**src/rtl/chunked_adder_seq_pkg.sv**
```systemverilog
// Shared types and helpers for the slice-serial adder.
package chunked_adder_seq_pkg;

    // Controller states: waiting, adding one slice per clock, result just produced.
    typedef enum logic [1:0] {
        ST_IDLE = 2'd0,
        ST_RUN  = 2'd1,
        ST_DONE = 2'd2
    } state_t;

    // Slice counter width; a single-slice adder still needs a one-bit counter.
    function automatic int cnt_width(input int n);
        if (n <= 2) begin
            return 1;
        end else begin
            return $clog2(n);
        end
    endfunction

endpackage

```
**src/rtl/chunked_adder_seq_if.sv**
```systemverilog
// Start/done handshake and operand/result bus between sequencer and adder.
interface chunked_adder_seq_if #(
    parameter int WIDTH = 16
);
    logic             start_in;
    logic [WIDTH-1:0] a_in;
    logic [WIDTH-1:0] b_in;
    logic             c_in;
    logic             busy_out;
    logic             done_out;
    logic [WIDTH-1:0] sum_out;
    logic             c_out;
    logic             overflow_out;

    // Sequencer side: issues requests, observes results.
    modport master (
        output start_in, a_in, b_in, c_in,
        input  busy_out, done_out, sum_out, c_out, overflow_out
    );

    // Adder side: accepts requests, produces results.
    modport slave (
        input  start_in, a_in, b_in, c_in,
        output busy_out, done_out, sum_out, c_out, overflow_out
    );
endinterface

```
**src/rtl/chunked_adder_seq_adder_slice.sv**
```systemverilog
// Combinational SLICE-bit adder built from per-bit carry-group cells.
// Also exposes the carry into the slice's top bit for signed-overflow detection.
module adder_slice #(
    parameter int SLICE = 4
) (
    input  logic [SLICE-1:0] i_a,
    input  logic [SLICE-1:0] i_b,
    input  logic             i_c,
    output logic [SLICE-1:0] o_sum,
    output logic             o_c,
    output logic             o_c_top
);
    logic [SLICE:0]   w_c;
    logic [SLICE-1:0] w_p;
    logic [SLICE-1:0] w_g;

    assign w_c[0] = i_c;

    for (genvar i = 0; i < SLICE; i++) begin : g_cell
        // Propagate/generate pair for this bit, then the carry it hands upward.
        assign w_p[i]   = i_a[i] ^ i_b[i];
        assign w_g[i]   = i_a[i] & i_b[i];
        assign w_c[i+1] = w_g[i] | (w_p[i] & w_c[i]);
        assign o_sum[i] = w_p[i] ^ w_c[i];
    end

    assign o_c     = w_c[SLICE];
    assign o_c_top = w_c[SLICE-1];
endmodule

```
**src/rtl/chunked_adder_seq.sv**
```systemverilog
// Slice-serial adder: one SLICE-bit slice per clock, LSB slice first,
// carry held in a register between slices. Results are held until the
// next operation completes.
module chunked_adder_seq
    import chunked_adder_seq_pkg::*;
#(
    parameter int WIDTH = 16,
    parameter int SLICE = 4
) (
    input logic                clk_in,
    input logic                rst_n_in,
    chunked_adder_seq_if.slave bus
);
    localparam int N  = (SLICE > 0) ? (WIDTH / SLICE) : 1;
    localparam int CW = cnt_width(N);

    if ((SLICE < 1) || (SLICE > WIDTH) || ((WIDTH % SLICE) != 0)) begin : g_bad_params
        $error("chunked_adder_seq: WIDTH must be a non-zero multiple of SLICE");
    end

    state_t           r_state;
    state_t           w_state_next;
    logic [CW-1:0]    r_cnt;
    logic [WIDTH-1:0] r_a;
    logic [WIDTH-1:0] r_b;
    logic [WIDTH-1:0] r_res;
    logic             r_carry;
    logic [WIDTH-1:0] w_res_next;
    logic [SLICE-1:0] w_a_sl;
    logic [SLICE-1:0] w_b_sl;
    logic [SLICE-1:0] w_sum;
    logic             w_c_out;
    logic             w_c_top;
    logic             w_last;
    logic             w_load;
    logic             r_busy;
    logic             r_done;
    logic [WIDTH-1:0] r_sum;
    logic             r_c;
    logic             r_ov;

    assign w_last = (r_cnt == CW'(N - 1));
    assign w_load = (r_state != ST_RUN) && bus.start_in;

    // Pick the operand slice addressed by the counter.
    always_comb begin
        w_a_sl = '0;
        w_b_sl = '0;
        for (int k = 0; k < N; k++) begin
            if (r_cnt == CW'(k)) begin
                w_a_sl = r_a[k*SLICE +: SLICE];
                w_b_sl = r_b[k*SLICE +: SLICE];
            end else begin
                w_a_sl = w_a_sl;
                w_b_sl = w_b_sl;
            end
        end
    end

    adder_slice #(
        .SLICE (SLICE)
    ) u_slice (
        .i_a     (w_a_sl),
        .i_b     (w_b_sl),
        .i_c     (r_carry),
        .o_sum   (w_sum),
        .o_c     (w_c_out),
        .o_c_top (w_c_top)
    );

    // Merge this cycle's slice sum into the result word at the counter position.
    always_comb begin
        w_res_next = r_res;
        for (int k = 0; k < N; k++) begin
            if (r_cnt == CW'(k)) begin
                w_res_next[k*SLICE +: SLICE] = w_sum;
            end else begin
                w_res_next[k*SLICE +: SLICE] = r_res[k*SLICE +: SLICE];
            end
        end
    end

    // Controller state register.
    always_ff @(posedge clk_in or negedge rst_n_in) begin
        if (!rst_n_in) begin
            r_state <= ST_IDLE;
        end else begin
            r_state <= w_state_next;
        end
    end

    // Next-state logic; start is only honoured outside RUN.
    always_comb begin
        w_state_next = r_state;
        case (r_state)
            ST_IDLE: begin
                if (bus.start_in) begin
                    w_state_next = ST_RUN;
                end else begin
                    w_state_next = ST_IDLE;
                end
            end
            ST_RUN: begin
                if (w_last) begin
                    w_state_next = ST_DONE;
                end else begin
                    w_state_next = ST_RUN;
                end
            end
            ST_DONE: begin
                if (bus.start_in) begin
                    w_state_next = ST_RUN;
                end else begin
                    w_state_next = ST_IDLE;
                end
            end
            default: begin
                w_state_next = ST_IDLE;
            end
        endcase
    end

    // Work registers: capture operands on start, then advance one slice per clock.
    always_ff @(posedge clk_in or negedge rst_n_in) begin
        if (!rst_n_in) begin
            r_a     <= '0;
            r_b     <= '0;
            r_res   <= '0;
            r_carry <= 1'b0;
            r_cnt   <= '0;
        end else if (w_load) begin
            r_a     <= bus.a_in;
            r_b     <= bus.b_in;
            r_carry <= bus.c_in;
            r_cnt   <= '0;
        end else if (r_state == ST_RUN) begin
            r_res   <= w_res_next;
            r_carry <= w_c_out;
            r_cnt   <= r_cnt + CW'(1);
        end
    end

    // Output registers: results load only when the final slice completes.
    always_ff @(posedge clk_in or negedge rst_n_in) begin
        if (!rst_n_in) begin
            r_busy <= 1'b0;
            r_done <= 1'b0;
            r_sum  <= '0;
            r_c    <= 1'b0;
            r_ov   <= 1'b0;
        end else begin
            r_busy <= (w_state_next == ST_RUN);
            r_done <= (w_state_next == ST_DONE);
            if ((r_state == ST_RUN) && w_last) begin
                r_sum <= w_res_next;
                r_c   <= w_c_out;
                r_ov  <= w_c_top ^ w_c_out;
            end
        end
    end

    assign bus.busy_out     = r_busy;
    assign bus.done_out     = r_done;
    assign bus.sum_out      = r_sum;
    assign bus.c_out        = r_c;
    assign bus.overflow_out = r_ov;
endmodule
```
**src/flat_wrapper.sv**
```systemverilog
// flat-port wrapper written by rule: the top's interface ports become plain ports
module chunked_adder_seq_flat import chunked_adder_seq_pkg::*;
#(
    parameter int WIDTH = 16,
    parameter int SLICE = 4
)
  (clk_in, rst_n_in, bus_start_in, bus_a_in, bus_b_in, bus_c_in, bus_busy_out, bus_done_out, bus_sum_out, bus_c_out, bus_overflow_out);
  chunked_adder_seq_if #(.WIDTH(WIDTH)) bus_i ();
  input logic clk_in;
  input logic rst_n_in;
  input wire logic [$bits(bus_i.start_in)-1:0] bus_start_in;
  input wire logic [$bits(bus_i.a_in)-1:0] bus_a_in;
  input wire logic [$bits(bus_i.b_in)-1:0] bus_b_in;
  input wire logic [$bits(bus_i.c_in)-1:0] bus_c_in;
  output wire logic [$bits(bus_i.busy_out)-1:0] bus_busy_out;
  output wire logic [$bits(bus_i.done_out)-1:0] bus_done_out;
  output wire logic [$bits(bus_i.sum_out)-1:0] bus_sum_out;
  output wire logic [$bits(bus_i.c_out)-1:0] bus_c_out;
  output wire logic [$bits(bus_i.overflow_out)-1:0] bus_overflow_out;
  assign bus_i.start_in = bus_start_in;
  assign bus_i.a_in = bus_a_in;
  assign bus_i.b_in = bus_b_in;
  assign bus_i.c_in = bus_c_in;
  assign bus_busy_out = bus_i.busy_out;
  assign bus_done_out = bus_i.done_out;
  assign bus_sum_out = bus_i.sum_out;
  assign bus_c_out = bus_i.c_out;
  assign bus_overflow_out = bus_i.overflow_out;
  chunked_adder_seq #(.WIDTH(WIDTH), .SLICE(SLICE)) u_core (.clk_in(clk_in), .rst_n_in(rst_n_in), .bus(bus_i));
endmodule
```
**config.mk**
```make
export PLATFORM = sky130hd
export DESIGN_NAME = chunked_adder_seq_flat
export DESIGN_NICKNAME = d
export VERILOG_FILES = /design/src/rtl/chunked_adder_seq_pkg.sv /design/src/rtl/chunked_adder_seq_if.sv /design/src/rtl/chunked_adder_seq_adder_slice.sv /design/src/rtl/chunked_adder_seq.sv /design/src/flat_wrapper.sv
export SDC_FILE = /design/constraint.sdc
export NUM_CORES = 1
export LEC_CHECK = 0
export CAP_MARGIN = 5
export CORE_ASPECT_RATIO = 2
export CORE_MARGIN = 2
export CORE_UTILIZATION = 35
export CTS_BUF_LIST = sky130_fd_sc_hd__clkbuf_8
export CTS_CLUSTER_SIZE = 14
export DETAILED_ROUTE_END_ITERATION = 10
export HOLD_SLACK_MARGIN = 0.05
export SETUP_SLACK_MARGIN = 0.05
export SYNTH_ARGS = -nofsm -noshare
export SYNTH_HDL_FRONTEND = slang
export SYNTH_SLANG_ARGS = --single-unit
```
**constraint.sdc**
```tcl
create_clock -name clk_in -period 4.7 [get_ports clk_in]
set_input_delay 0.705 -clock clk_in [delete_from_list [all_inputs] [get_ports clk_in]]
set_output_delay 0.705 -clock clk_in [all_outputs]
set_load 0.02 [all_outputs]
```
# [Word level (Yosys, flattened, before mapping)]
# Cells that the tools add are included.
[totals] wordCells=68 regBits=73 input_bits=36
[op_classes] n_eq_ne=8 bitwise=22 reduce_logical=7 muxes=19 n_addsub=1
[ops] op="2-to-1 mux 4 bit" n=12
[ops] op="bitwise XOR 1 bit" n=9
[ops] op="bitwise AND 1 bit" n=8
[ops] op="equality test 2 bit (second input constant)" n=4
[ops] op="equality test 2 x 1 -> 1 bit (second input constant)" n=3
[ops] op="2-to-1 mux 2 bit" n=3
[ops] op="logical NOT 2 bit" n=2
[ops] op="OR 1 bit" n=4
[ops] op="case mux 2 bit (2 select lines)" n=1
[ops] op="2-to-1 mux 1 bit" n=3
[ops] op="adder 2 x 1 -> 2 bit (second input constant)" n=1
[ops] op="logical AND 1 bit" n=2
[ops] op="!= test 2 x 1 -> 1 bit (second input constant)" n=1
[ops] op="AND reduction 2 bit" n=1
[ops] op="nonzero test 2 bit" n=1
[ops] op="OR reduction 2 bit" n=1
[ops] op="inverter 1 bit" n=1

# [Longest topological paths before layout]
# Gate-level depths: netlist of the first run.
[logic_depth] depth_word=16 ltp_mapped=12 depth_no_buf=11

# [Cells and area by module]
# From an unflattened synthesis of the first run, not the netlist that was laid out.
[unflattened] cells_unflattened=240 hier_area_um2=3240.6
[by_module_without_submodules] mod="chunked_adder_seq" area_each_um2=3123.0 cells_per_inst=226 instances=1
[by_module_without_submodules] mod="adder_slice" area_each_um2=117.6 cells_per_inst=14 instances=1

# [Worst setup path before layout of the first run]
# No wires, ideal clock.
[synth_path] path_kind="register to register" start="reg u_core.r_cnt[0]" end="reg u_core.r_res[11]" path_stages_with_launch=11 period_less_slack_ns=3.411 t_required_ns=4.573 path_buffers=1 setup_time_ns=0.127 slack_ns=1.289 arrival_ns=3.284 path_cell_list="dfrtp_1 -> inv_1 -> ha_1 -> buf_2 -> nor2_1 -> a31oi_1 -> fa_1 -> fa_1 -> fa_1 -> fa_1 -> mux2_1"
[synth_between] elab_chain_cells=14 word_cells_on_any_way=27 cone_classes="eq/ne: 3; mux: 9; bitwise: 14; reduce/logical: 1"
[synth_rtl] item="start: declaration" line_no="chunked_adder_seq.sv:23" text="logic [CW-1:0] r_cnt;"
[synth_rtl] item="start signal: assignment" line_no="chunked_adder_seq.sv:139" text="r_cnt <= r_cnt + CW'(1);"
[synth_rtl] item="logical NOT 2 bit" line_no="chunked_adder_seq.sv:50" text="if (r_cnt == CW'(k)) begin"
[synth_rtl] item="2-to-1 mux 4 bit (4 in series)" line_no="chunked_adder_seq.sv:50"
[synth_rtl] item="bitwise XOR 1 bit" line_no="chunked_adder_seq_adder_slice.sv:21" text="assign w_p[i] = i_a[i] ^ i_b[i];"
[synth_rtl] item="bitwise AND 1 bit" line_no="chunked_adder_seq_adder_slice.sv:23" text="assign w_c[i+1] = w_g[i] | (w_p[i] & w_c[i]);"
[synth_rtl] item="OR 1 bit" line_no="chunked_adder_seq_adder_slice.sv:23"
[synth_rtl] item="bitwise AND 1 bit" line_no="chunked_adder_seq_adder_slice.sv:23"
[synth_rtl] item="OR 1 bit" line_no="chunked_adder_seq_adder_slice.sv:23"
[synth_rtl] item="bitwise AND 1 bit" line_no="chunked_adder_seq_adder_slice.sv:23"
[synth_rtl] item="OR 1 bit" line_no="chunked_adder_seq_adder_slice.sv:23"
[synth_rtl] item="bitwise XOR 1 bit" line_no="chunked_adder_seq_adder_slice.sv:24" text="assign o_sum[i] = w_p[i] ^ w_c[i];"
[synth_rtl] item="2-to-1 mux 4 bit (*)" line_no="chunked_adder_seq.sv:75" text="if (r_cnt == CW'(k)) begin"
[synth_rtl] item="end signal: assignment" line_no="chunked_adder_seq.sv:137" text="r_res <= w_res_next;"
[synth_rtl] item="end: declaration" line_no="chunked_adder_seq.sv:26" text="logic [WIDTH-1:0] r_res;"
# Mark *: on every way between the ends. The rest lies on a longest branch, timed or not.
# A chain may end at the register's enable or synchronous reset.

# [Worst setup path after layout of the first run]
[layout_path] start="reg u_core.r_cnt[0]" end="reg u_core.r_res[7]"
# The elaborated chain is that of the path after synthesis.

==> flow_summary.toml, run 1 <==
[status]
status = "finished, final reports clean"

[flow_run]
drv_cap = 0

[yosys]
synth.top_cell.area_share = 0.5610
synth_fp_nets = 276
ys.flop_type = "dfrtp_1"
yosysSeqAreaShare = 0.5610
netlist_instances = 232
syn_area_um2 = 3078
postSynthAreaPerCell_um2 = 13.27
synth-seq-cells = 69
yosysWarnings = 0
synthTopCellsByArea = "dfrtp_1 (56%), mux2_1 (15%), mux2i_1 (4.2%)"
synthArstFlopShare = 1.000
ys_types = 30
synth_edf_count = 0
yosysTopAreaCell = "dfrtp_1"

[finish]
fin_cells = 392
antenna_cells = 0
layout.nets = 332
syn_to_final_growth_pct = 25.49
utilization = 0.4497
drive_gt1_frac = 0.1027

[timing]
min_period_ns = 3.783
setup_viol = 0
totalNegativeSetupSlack_ns = 0
max_freq_mhz = 264.3
rsz0062_at_grt = "false"
whs_ns = 0.4721
tightestPinTransition_ns = 0.8831
finalCritPeriodShare = 0.8049
drv_slew = 0
skew_ns = 0.009766
finalHoldViolCount = 0
slew_headroom = 0.4113

[global_route]
antenna_found_initial = 0
grt_pass1_vias = 2054
grt_use_total = 0.1452
grt_overflow = 0
grt_first_pass_wirelength_um = 10210
grt_max_degree = 41

[drt]
wl_um = 6294
drtIter0Drc = 71
ant_nets = 0
drt_first_pass_iters = 4
viasPerCell = 4.936
vias = 1935
drc = 0
drt-wirelength-per-cell_um = 16.06

[clock_tree]
cts_htree_levels = 3
clockBufferDepth = 2
root_buffer = "clkbuf_8"
hold_buffers = 0
clock-sinks = 69
cts_buffers = 9
tritoncts = "done"
cts_repair_resize_count = 0
clk_latency_ns = 0.35
cts.reportedPaths.clkPinSlew_ns = 0.07
post-cts-setup-buffers = 0

[worst_setup_path]
cp_data_arrival_time_ns = 4.02
cp_max_fo = 8
cp-end-kind = "register"
worstPathRequired_ns = 4.93
critPathKind = "register to register"
cp-start-kind = "register"

[floorplan]
fp.coreArea_um2 = 8588
fp-row-count = 48
die_x_um = 70.31
start_util = 0.3584
ioPinCount = 56
fp.dieH_um = 136.6
die-area_um2 = 9606

[place]
gp_congestion = 0.8802
port-buffer-count = 55
dp_hpwl_um = 4870
dpl.cell_count = 377

[worst_hold_path]
holdCritPathClass = "input port to asynchronous set/reset pin"

[pwr]
p_leak_nw = 1.665
p_per_area_nw_per_um2 = 818.6
ir_drop_mv = 0.3359
finalPower_mw = 3.162
## kinds of logic after synthesis
| logic type | count (synthesis) | share of synthesized area |
|---|---|---|
| mux | 62 | 0.2240 |
| simple gates | 37 | 0.06219 |
| buf+inv | 19 | 0.03903 |
| compound gates | 36 | 0.06870 |
| flops | 69 | 0.5610 |
| xor+xnor | 1 | 0.002846 |
| fa+ha+maj | 8 | 0.04228 |
## cells in the final DEF (no fill, tap or decap), types with 7 or more instances in the layout
master / count
clkdlybuf4s50_1: 54
o21ai_1: 13
mux2i_1: 13
nand2_1: 20
clkbuf_8: 11
mux2_1: 40
dfrtp_1: 69
o22ai_1: 9
mux2_2: 7
inv_1: 10
## layout make-up
| cell class | count | area (µm²) |
|---|---|---|
| sequential | 69 | 1727 |
| timing repair buffer | 57 | 560.5 |
| multi-input combinational | 144 | 1231 |
| clock inverter | 4 | 41.29 |
| fill | 827 | 4726 |
| tap | 100 | 125.1 |
| clock buffer | 11 | 151.4 |
| inverter | 7 | 26.28 |
## through the flow
step | area [µm²] | setup slack [ns]
CTS | 3862 | 0.8906
detailed placement | 3670 | 0.9122
finish | 3862 | 0.9170
floorplan | 3078 | 1.289
global placement | 3670 | 1.089
global route | 3862 | 0.7342
## registers in the layout (all words and copies together), names as in the netlist
name	flops
u_core.bus.sum_out	16
u_core.r_a	16
u_core.r_b	16
u_core.r_res	12
u_core.r_cnt	2
u_core.r_state	2
u_core.bus.busy_out	1
u_core.bus.c_out	1
u_core.bus.done_out	1
u_core.bus.overflow_out	1
u_core.r_carry	1
## critical path, cell delays in order, from the launching register on
cell,delay [ns]
dfrtp_1,0.42
inv_1,0.09
ha_1,0.35
nor2_1,0.46
a31oi_1,0.19
fa_1,0.45
fa_1,0.39
fa_1,0.44
fa_1,0.55
mux2_1,0.33
## cells in the mapped netlist (2+ instances only)
| cell type | n |
|---|---|
| mux2_4 | 2 |
| buf_6 | 5 |
| a31oi_1 | 5 |
| mux2i_1 | 13 |
| a21oi_1 | 2 |
| o22ai_1 | 9 |
| nand3b_1 | 6 |
| fa_1 | 4 |
| mux2_2 | 7 |
| a22oi_1 | 3 |
| ha_1 | 4 |
| dfrtp_1 | 69 |
| mux2_1 | 40 |
| nand2_1 | 20 |
| nand2_2 | 4 |
| buf_2 | 6 |
| inv_1 | 7 |
| o21ai_0 | 2 |
| o21ai_1 | 13 |
## power by group
group | switching, mW | leakage (nW) | internal (mW)
Sequential | 0.170 | 0.831 | 0.895
Combinational | 0.872 | 0.725 | 0.753
Clock | 0.207 | 0.109 | 0.265
Total | 1.25 | 1.67 | 1.91
## metal layers
layer | up-vias | track usage | share of wire
li1 | 924 | - | -
met1 | 953 | 0.1416 | 0.36
met2 | 44 | 0.2615 | 0.57
met3 | 14 | 0.03093 | 0.031
met4 | 0 | 0.1100 | 0.041
met5 | - | 0 | 0
## worst paths after layout
path	startpoint	to	slack (ns)	cells past startpoint
max	u_core.r_cnt[0]	u_core.r_res[7]	0.92	9
min	rst_n_in	u_core.r_state[1]	0.47	1
max reg2reg	u_core.r_cnt[0]	u_core.r_res[7]	0.92	9
min reg2reg	u_core.bus.sum_out[0]	u_core.bus.sum_out[0]	0.48	2
max in group asynchronous	rst_n_in	u_core.bus.sum_out[6]	3.31	2
min in group clk_in	u_core.bus.sum_out[0]	u_core.bus.sum_out[0]	0.48	2
No activity file was read; power rests on OpenSTA's default activity.
==> inputs of run 2 (changes only) <==
==> constraint.sdc (replaced) <==
create_clock -name clk_in -period 3.3 [get_ports clk_in]
set_input_delay 0.495 -clock clk_in [delete_from_list [all_inputs] [get_ports clk_in]]
set_output_delay 0.495 -clock clk_in [all_outputs]
set_load 0.02 [all_outputs]
==> run 2 against run 1 <==
Net effect:
- sequential share of layout area decreased by 2.6 points
- final cell count increased by 3.8%
- critical path depth unchanged
- die area unchanged
- global-route usage increased by 0.69 points
- via count increased by 3.8%
- largest power group unchanged
==> flow_summary.toml, run 2 (synthesized netlist as in run 1, its figures left out) <==
[status]
status = "finished, final reports clean"

[clock_tree]
tritoncts = "done"
clockBufferDepth = 2
clock-sinks = 69
cts_htree_levels = 3
cts_buffers = 9
root_buffer = "clkbuf_8"
cts.reportedPaths.clkPinSlew_ns = 0.08
clk_latency_ns = 0.36

[worst_hold_path]
worstHoldPathCells = 2
holdCritPathClass = "register to register"

[finish]
layout_common_cells = "dfrtp_1 (67), clkdlybuf4s50_1 (54), mux2_1 (40), nand2_1 (20), buf_4 (14)"
drive_gt1_frac = 0.2117
syn_to_final_growth_pct = 33.58
antenna_cells = 0
utilization = 0.4787
layout.nets = 346
mostFrequentLayoutCell = "dfrtp_1"

[timing]
min_period_ns = 3.177
max_freq_mhz = 314.7
slew_headroom = 0.4103
tightestPinTransition_ns = 0.8820
finalHoldViolCount = 0
rsz0062_at_grt = "true"
fin_ws_ns = 0.1226
drv_slew = 0
totalNegativeSetupSlack_ns = 0
setup_viol = 0
skew_ns = 0.01083
finalCritPeriodShare = 0.9628

[flow_run]
drv_cap = 0

[place]
dp_hpwl_um = 4989
port-buffer-count = 55
gp_congestion = 0.9231
pre_cts_slack_ns = -0.03557

[drt]
drtIter0Drc = 89
drc = 0
drt_first_pass_iters = 4
ant_nets = 0
viasPerCell = 4.934
vias = 2008
drt-wirelength-per-cell_um = 16.27
wl_um = 6623

[worst_setup_path]
worstPathRequired_ns = 3.54
cp_max_fo = 7
cp-end-kind = "register"
cp_data_arrival_time_ns = 3.42
critPathKind = "register to register"
cp-start-kind = "register"
r2r_cells = 9

[floorplan]
start_util = 0.3584
ioPinCount = 56
fp.coreArea_um2 = 8588
die_x_um = 70.31
die-area_um2 = 9606
fp.dieH_um = 136.6
fp-row-count = 48

[global_route]
busiest_layer = "met2"
grt_overflow = 0
grt_use_met1 = 0.1592
grt_pass1_vias = 2129
grt_first_pass_wirelength_um = 10840
grt_max_degree = 54
grt_use_total = 0.1522
met2_usage = 0.2715
grtUsageMet3 = 0.03829
antenna_found_initial = 0

[pwr]
finalPower_mw = 4.973
p_switching_mw = 1.955
p_leak_nw = 1.724
internal_power_mw = 3.018
seq_power_share = 0.310
p_clk_frac = 0.153
p_sw_frac = 0.3931
pwr-share-comb = 0.537
p_per_area_nw_per_um2 = 1209
ir_drop_mv = 0.6845
## run 2: critical path, cell delays in order, from the launching register on
cell and delay [ns]:
dfrtp_2 0.47, ha_4 0.19, buf_6 0.13, nor2_4 0.17, a31oi_2 0.13, fa_2 0.38, fa_2 0.36, fa_2 0.40
fa_2 0.54, mux2_1 0.31
## run 2: worst paths after layout
path,from,to,slack [ns]
min in group asynchronous,rst_n_in,u_core.bus.busy_out,0.59
worst min register to register,u_core.bus.overflow_out,u_core.bus.overflow_out,0.49
max in group asynchronous,rst_n_in,u_core.r_cnt[0],1.70
worst min-delay path,u_core.bus.overflow_out,u_core.bus.overflow_out,0.49
worst max register to register,u_core.r_cnt[0],u_core.r_res[11],0.12
worst max-delay path,u_core.r_cnt[0],u_core.r_res[11],0.12
## run 2: metrics by stage
step	hold slack (ns)	std cells	cell area (µm²)
5_1_grt	0.5092	407	4111
2_1_floorplan	0.1994	232	3100
4_1_cts	0.4932	405	4005
3_3_place_gp	0.4348	388	3767
6_report	0.4855	407	4111
3_5_place_dp	0.4368	388	3767
## run 2: cell type report
type	count	area [µm²]
repair buffers	71	671.9
inverters	7	26.28
multi-input cells	144	1336
fillers	774	4477
flip-flops and latches	69	1729
clock inverters	7	98.84
clock buffers	9	123.9
well taps	100	125.1
## run 2: repair_timing
item                                    4_1_cts  5_1_grt
gates resized for setup                       2       19
endpoints found under the setup margin        7        8
setup buffers                                 0        2
hold buffers                                  1        0
endpoints found under the hold margin        15        0
pin swaps                                     0        3
## run 2: per-layer routing
| metal | share of wire | routed length, µm |
|---|---|---|
| met1 | 0.36 | 2401 |
| met3 | 0.034 | 228 |
| met4 | 0.034 | 227 |
| met2 | 0.57 | 3766 |
| met5 | 0 | 0 |
## run 2: power groups by stage
stage | Clock [mW] | Combinational [mW] | Sequential, mW
2_1_floorplan | 0 | 1.57 | 1.59
3_3_place_gp | 0 | 2.46 | 1.53
3_5_place_dp | 0 | 2.51 | 1.54
4_1_cts | 0.785 | 2.53 | 1.53
5_1_grt | 0.820 | 2.94 | 1.59
6_report | 0.761 | 2.67 | 1.54
==> inputs of run 3 (changes only) <==
--- a/config.mk
+++ b/config.mk
@@ -5,7 +5,7 @@
 export SDC_FILE = /design/constraint.sdc
 export NUM_CORES = 1
 export LEC_CHECK = 0
-export CAP_MARGIN = 5
+export CAP_MARGIN = 10
 export CORE_ASPECT_RATIO = 2
 export CORE_MARGIN = 2
 export CORE_UTILIZATION = 35
==> results of run 3 <==
Same layout as run 2: the final DEF is identical, and so are final timing and power.
